### src/rtl/branch_predict_ctrl_pkg.sv
// ============================================================================
// Module      : branch_predict_ctrl_pkg
// Description : Shared constants for the branch prediction controller:
//               PC source encodings, 2-bit counter states, branch opcodes,
//               default table geometry and the saturating update helper.
// Revision    : 1.0 - initial release
// ============================================================================
`default_nettype none

package branch_predict_ctrl_pkg;

  // Default history-table geometry
  localparam int INDEX_W_DEF = 4;
  localparam int CNT_W_DEF   = 2;

  // PC source select encodings
  localparam logic [1:0] PCSEL_SEQ      = 2'b00;  // PC+4
  localparam logic [1:0] PCSEL_PRED     = 2'b01;  // IF predicted target
  localparam logic [1:0] PCSEL_TARGET   = 2'b10;  // EX branch target
  localparam logic [1:0] PCSEL_FALLTHRU = 2'b11;  // EX_PC+4

  // Saturating counter states
  localparam logic [1:0] SNT = 2'b00;
  localparam logic [1:0] WNT = 2'b01;
  localparam logic [1:0] WT  = 2'b10;
  localparam logic [1:0] ST  = 2'b11;

  // Conditional branch opcodes
  localparam logic [5:0] OP_BLTZ = 6'h01;
  localparam logic [5:0] OP_BEQ  = 6'h04;
  localparam logic [5:0] OP_BNE  = 6'h05;
  localparam logic [5:0] OP_BLEZ = 6'h06;
  localparam logic [5:0] OP_BGTZ = 6'h07;

  // Move a counter one step toward the resolved direction, saturating at the ends
  function automatic logic [1:0] sat_update(input logic [1:0] cnt, input logic taken);
    logic [1:0] nxt;
    nxt = cnt;
    if (taken && (cnt != ST))
      nxt = cnt + 2'd1;
    else if (!taken && (cnt != SNT))
      nxt = cnt - 2'd1;
    return nxt;
  endfunction

endpackage

`default_nettype wire

### src/rtl/branch_predict_ctrl_bht_2bit.sv
// ============================================================================
// Module      : bht_2bit
// Description : Branch history table of 2-bit saturating counters. One
//               combinational read port, one synchronous update port.
//               A same-cycle read of the entry being written returns the
//               old value.
// Revision    : 1.0 - initial release
// ============================================================================
`default_nettype none

module bht_2bit
  import branch_predict_ctrl_pkg::*;
#(
  parameter int INDEX_W = INDEX_W_DEF,
  parameter int CNT_W   = CNT_W_DEF
) (
  input  logic               clk,
  input  logic               reset,
  input  logic [INDEX_W-1:0] rd_idx,
  output logic [CNT_W-1:0]   rd_cnt,
  input  logic               wr_en,
  input  logic [INDEX_W-1:0] wr_idx,
  input  logic               wr_taken
);

  localparam int DEPTH = 1 << INDEX_W;

  logic [CNT_W-1:0] r_cnt [DEPTH];

  // Counter array: all entries weakly-not-taken on reset, saturating update on resolve
  always_ff @(posedge clk or negedge reset) begin
    if (!reset) begin
      for (int i = 0; i < DEPTH; i++)
        r_cnt[i] <= WNT;
    end else if (wr_en) begin
      r_cnt[wr_idx] <= sat_update(r_cnt[wr_idx], wr_taken);
    end
  end

  assign rd_cnt = r_cnt[rd_idx];

endmodule

`default_nettype wire

### src/rtl/branch_predict_ctrl.sv
// ============================================================================
// Module      : branch_predict_ctrl
// Description : Branch prediction and flush controller for the 5-stage
//               pipeline. Predicts in IF from a 2-bit BHT, tracks the
//               prediction through ID to EX, resolves against
//               Branch_hazard, selects the PC source and flushes IF/ID and
//               ID/EX on a misprediction.
//               Optional macro BRANCH_STATS_EN adds branch/mispredict
//               statistics counters.
// Revision    : 1.0 - initial release
// ============================================================================
`default_nettype none

module branch_predict_ctrl
  import branch_predict_ctrl_pkg::*;
#(
  parameter int INDEX_W = INDEX_W_DEF,
  parameter int CNT_W   = CNT_W_DEF
) (
  input  logic        clk,
  input  logic        reset,
  input  logic [31:0] IF_PC,
  input  logic        IF_is_branch,
  input  logic        ID_stall,
  input  logic        EX_is_branch,
  input  logic [31:0] EX_PC,
  input  logic        Branch_hazard,
  output logic [1:0]  PC_sel,
  output logic        IF_pred_taken,
  output logic        IF_ID_flush,
  output logic        ID_EX_flush,
`ifdef BRANCH_STATS_EN
  output logic [31:0] stat_branches,
  output logic [31:0] stat_mispredicts,
`endif
  output logic        mispredict
);

  logic [CNT_W-1:0] w_rd_cnt;
  logic             w_resolve;
  logic             w_mispredict;
  logic             r_id_valid;
  logic             r_id_pred;
  logic             r_ex_valid;
  logic             r_ex_pred;
  logic             w_unused;

  // Only the word-index bits of the PCs address the table
  assign w_unused = ^{IF_PC[31:INDEX_W+2], IF_PC[1:0], EX_PC[31:INDEX_W+2], EX_PC[1:0]};

  bht_2bit #(
    .INDEX_W (INDEX_W),
    .CNT_W   (CNT_W)
  ) u_bht (
    .clk      (clk),
    .reset    (reset),
    .rd_idx   (IF_PC[INDEX_W+1:2]),
    .rd_cnt   (w_rd_cnt),
    .wr_en    (w_resolve),
    .wr_idx   (EX_PC[INDEX_W+1:2]),
    .wr_taken (Branch_hazard)
  );

  assign IF_pred_taken = IF_is_branch & w_rd_cnt[CNT_W-1];
  // A predecoded branch that EX does not decode as one is dropped silently
  assign w_resolve     = r_ex_valid & EX_is_branch;
  assign w_mispredict  = w_resolve & (Branch_hazard != r_ex_pred);
  assign mispredict    = w_mispredict;

  // PC source and flush control; a mispredict overrides the IF prediction
  always_comb begin
    PC_sel      = PCSEL_SEQ;
    IF_ID_flush = 1'b0;
    ID_EX_flush = 1'b0;
    if (w_mispredict) begin
      PC_sel      = Branch_hazard ? PCSEL_TARGET : PCSEL_FALLTHRU;
      IF_ID_flush = 1'b1;
      ID_EX_flush = 1'b1;
    end else if (IF_pred_taken) begin
      PC_sel = PCSEL_PRED;
    end
  end

  // Prediction tracking IF->ID->EX; mispredict wipes both stages and beats a stall
  always_ff @(posedge clk or negedge reset) begin
    if (!reset) begin
      r_id_valid <= 1'b0;
      r_id_pred  <= 1'b0;
      r_ex_valid <= 1'b0;
      r_ex_pred  <= 1'b0;
    end else if (w_mispredict) begin
      r_id_valid <= 1'b0;
      r_ex_valid <= 1'b0;
    end else begin
      r_ex_valid <= r_id_valid & ~ID_stall;
      r_ex_pred  <= r_id_pred;
      if (!ID_stall) begin
        r_id_valid <= IF_is_branch;
        r_id_pred  <= IF_pred_taken;
      end
    end
  end

`ifdef BRANCH_STATS_EN
  logic [31:0] r_stat_branches;
  logic [31:0] r_stat_mispredicts;

  // Resolved-branch and mispredict counters, free-running with wrap
  always_ff @(posedge clk or negedge reset) begin
    if (!reset) begin
      r_stat_branches    <= '0;
      r_stat_mispredicts <= '0;
    end else begin
      if (w_resolve)
        r_stat_branches <= r_stat_branches + 32'd1;
      if (w_mispredict)
        r_stat_mispredicts <= r_stat_mispredicts + 32'd1;
    end
  end

  assign stat_branches    = r_stat_branches;
  assign stat_mispredicts = r_stat_mispredicts;
`endif

endmodule

`default_nettype wire
### config.mk
export PLATFORM = sky130hd
export DESIGN_NAME = branch_predict_ctrl
export DESIGN_NICKNAME = d
export VERILOG_FILES = /design/src/rtl/branch_predict_ctrl_pkg.sv /design/src/rtl/branch_predict_ctrl_bht_2bit.sv /design/src/rtl/branch_predict_ctrl.sv
export SDC_FILE = /design/constraint.sdc
export NUM_CORES = 1
export LEC_CHECK = 0
export CORE_MARGIN = 4
export CORE_UTILIZATION = 30
export CTS_CLUSTER_SIZE = 30
export DETAILED_ROUTE_END_ITERATION = 12
export PLACE_DENSITY = 0.69
export SETUP_SLACK_MARGIN = 0.2
export SYNTH_ARGS = -nofsm -noshare
export SYNTH_HDL_FRONTEND = slang
export SYNTH_SLANG_ARGS = --single-unit
### constraint.sdc
create_clock -name clk -period 4.7 [get_ports clk]
set_clock_uncertainty 0.15 [all_clocks]
set_input_delay 0.94 -clock clk [delete_from_list [all_inputs] [get_ports clk]]
set_output_delay 0.94 -clock clk [all_outputs]
set_load 0.1 [all_outputs]
==> results.tsv <==
metric	value	unit
Overflow after GRT	0	
number of buffers created by CTS	5	
gpl congestion	0.7771	
die area	8483	sq um
worst slack at placement	0.2811	ns
critical path type	input pin to flip-flop	
CP startpoint kind	input pin	
CP arrival	4.16	ns
clock buffer depth	2	
# rows	30	
global-route wire length before repair	7590	um
largest net degree at the start of global routing	22	
cell area after synthesis	2122	sq um
IO buf count	19	
Sequential Power Share	46.7	%
Power Dens Cells	368.6	nW/um^2
Skew-Pair Late Insertion Delay	0.28	ns
Layout area overhead	16.21	%
IO Count	76	
antenna viol nets, final	0	
worst-margin pin slew	0.7006	ns
Die Y	92.11	um
critical path's slowest cell	clkdlybuf4s50_1	
overall power	0.9091	mW
gr usage total	11.45	%
# setup viols final	0	
run status	complete, no violations	
die width	92.11	um
power share of the clock group	24.3	%
CTS tree	done	
H-tree levels	2	
final hold violation count	0	
Peak Freq	242.0	MHz
final period utilization	87.91	%
post-layout min period	4.132	ns
Synth Instances	187	
DR vias/cell	4.868	
Post-CTS Setup Bufs	0	
Tightest Hold Check Type	flip-flop to flip-flop	
Crit Path Max Fanout	8	
Critical Path RT	4.73	ns
CTS Hold Buffers Added	0	
Crit path buffers/inverters	1	
share of cells above drive strength 1	29.95	%
CP peak stage delay	0.79	ns
Slew Limit Headroom	53.15	%
WL/cell	14.62	um
synth unique cells	36	
Setup WS post-layout	0.5684	ns
maximum vdd drop	0.0001179	V
Psw	0.2800	mW
Root Buffer	clkbuf_8	
Initial Utilization	31.06	%
commonest non-fill, non-tap cell in the layout	nand2_1	
CP top delay family	multiplexers	
final wirelength	4431	um
CP cell instances	clkdlybuf4s50_1 -> mux4_1 -> mux2_2 -> nand2_1 -> o21a_1 -> ha_1 -> or3_1 -> and3_1 -> o31ai_1	
Switching Share	30.80	%
initial antenna violation count	0	
Slew Viols, Final	0	
hold slack	0.3240	ns
drt drc	0	
core footprint	6832	sq um
vias	1475	
clock-pin slew on the worst setup and hold paths	0.07	ns
synth warn	0	
Fin Setup TNS	0	ns
cts repair resizes	0	
Synth Register Bits	36	
1st-pass router iterations	4	
commonest non-fill, non-tap cells in the layout	30 x nand2_1, 20 x dfrtp_1, 19 x mux2_2	
n_diodes	0	
P_leak	1.051	nW
initial drt markers	35	
Worst Setup End Kind	flip-flop	
Sink Count	36	
combinational power share	29.0	%
Layout Nets	278	
RSZ-0062 raised after global routing	false	
syn avg cell area	11.35	sq um
Post-Syn Nets	259	
max-cap violations	0	
vias in the first global route	1479	
post-synthesis sequential area ratio	43.40	%
Pint	0.6291	mW
Final HPWL DP	3311	um
power by group through the flow:
| stage | Sequential, mW | Combinational [mW] | Clock (mW) |
|---|---|---|---|
| after CTS | 0.425 | 0.267 | 0.229 |
| after global routing | 0.432 | 0.293 | 0.245 |
| after detailed placement | 0.430 | 0.265 | 0 |
| after floorplan | 0.415 | 0.210 | 0 |
| after global placement | 0.425 | 0.260 | 0 |
| final | 0.425 | 0.263 | 0.221 |
kinds of logic (layout without fill, tap and decap cells):
group,after synthesis,in the layout,synth area share (%)
AO/OA/AOI/OAI,24,24,8.549
XOR/XNOR,4,4,2.005
adder cells (fa/ha/maj),2,2,1.179
buffers and inverters,16,36,4.658
flip-flops,36,36,43.40
multiplexers,40,40,25.41
AND/OR/NAND/NOR,65,65,14.80
final timing paths:
kind / start / end / slack (ns) / cells past startpoint
worst max-delay path: EX_PC[2] / u_bht.r_cnt[21]$_DFFE_PN0P_ / 0.57 / 9
worst min-delay path: u_bht.r_cnt[4]$_DFFE_PN1P_ / u_bht.r_cnt[4]$_DFFE_PN1P_ / 0.32 / 2
worst max register to register: u_bht.r_cnt[5]$_DFFE_PN0P_ / u_bht.r_cnt[21]$_DFFE_PN0P_ / 1.75 / 8
worst min register to register: u_bht.r_cnt[4]$_DFFE_PN1P_ / u_bht.r_cnt[4]$_DFFE_PN1P_ / 0.32 / 2
max in group asynchronous: reset / u_bht.r_cnt[10]$_DFFE_PN1P_ / 2.67 / 2
min in group asynchronous: reset / r_ex_pred$_DFFE_PN0N_ / 0.93 / 1
stage by stage:
step | util, % | instance area, sq um | cells
4_1_cts | 36.10 | 2466 | 303
6_report | 36.10 | 2466 | 303
3_3_place_gp | 34.78 | 2376 | 295
3_5_place_dp | 34.78 | 2376 | 295
2_1_floorplan | - | 2131 | 187
5_1_grt | 36.10 | 2466 | 303
state kept, by name (all words and copies together) (netlist names):
| signal | flops |
|---|---|
| r_ex_pred | 1 |
| r_ex_valid | 1 |
| r_id_pred | 1 |
| r_id_valid | 1 |
| u_bht.r_cnt | 32 |
worst reg2reg max path: stages, from the launching register on:
cell     delay (ns)
dfrtp_1        0.40
mux4_1         0.49
mux2_2         0.30
nand2_1        0.07
o21a_1         0.16
ha_1           0.25
or3_1          0.43
and3_1         0.29
o31ai_1        0.30
per-layer routing:
layer,vias to the layer above,global-route usage (%),share of wire [%]
met5,-,0,0
met4,0,4.084,0.86
met3,4,3.527,5.0
met2,31,18.92,49
met1,727,14.07,45
li1,713,-,-
area by class of cell:
cell class,instances,area [sq um]
tap,96,120.1
sequential,36,920.9
clock buffer,8,90.09
fill,701,4365
multi-input combinational,135,1111
timing repair buffer,23,205.2
inverter,5,18.77
synth_stat cells:
cell | number | area [sq um]
nand2_1 | 30 | 112.6
dfrtp_1 | 20 | 500.5
mux2_2 | 19 | 214.0
dfstp_2 | 16 | 420.4
mux2i_1 | 13 | 130.1
nor2_1 | 10 | 37.54
o31ai_1 | 9 | 67.56
o21ai_0 | 7 | 35.03
buf_4 | 6 | 45.04
inv_1 | 5 | 18.77
nand3_1 | 5 | 25.02
mux4_1 | 4 | 105.1
mux4_2 | 4 | 90.09
nor2b_1 | 4 | 25.02
a22oi_1 | 3 | 22.52
and3_1 | 3 | 18.77
o21a_1 | 3 | 22.52
and2_1 | 2 | 12.51
buf_6 | 2 | 22.52
clkbuf_1 | 2 | 7.510
ha_1 | 2 | 25.02
nand3b_1 | 2 | 15.01
nor3b_1 | 2 | 15.01
xor2_1 | 2 | 17.52
a41oi_4 | 1 | 27.53
and4_1 | 1 | 8.760
buf_2 | 1 | 5.000
nand3b_2 | 1 | 11.26
nand4_1 | 1 | 6.260
nor2_2 | 1 | 6.260
nor3_1 | 1 | 5.000
o22ai_1 | 1 | 6.260
or2b_2 | 1 | 8.760
or3_1 | 1 | 6.260
xnor2_1 | 1 | 8.760
xnor2_2 | 1 | 16.27
No activity file was read; power rests on OpenSTA's default activity.
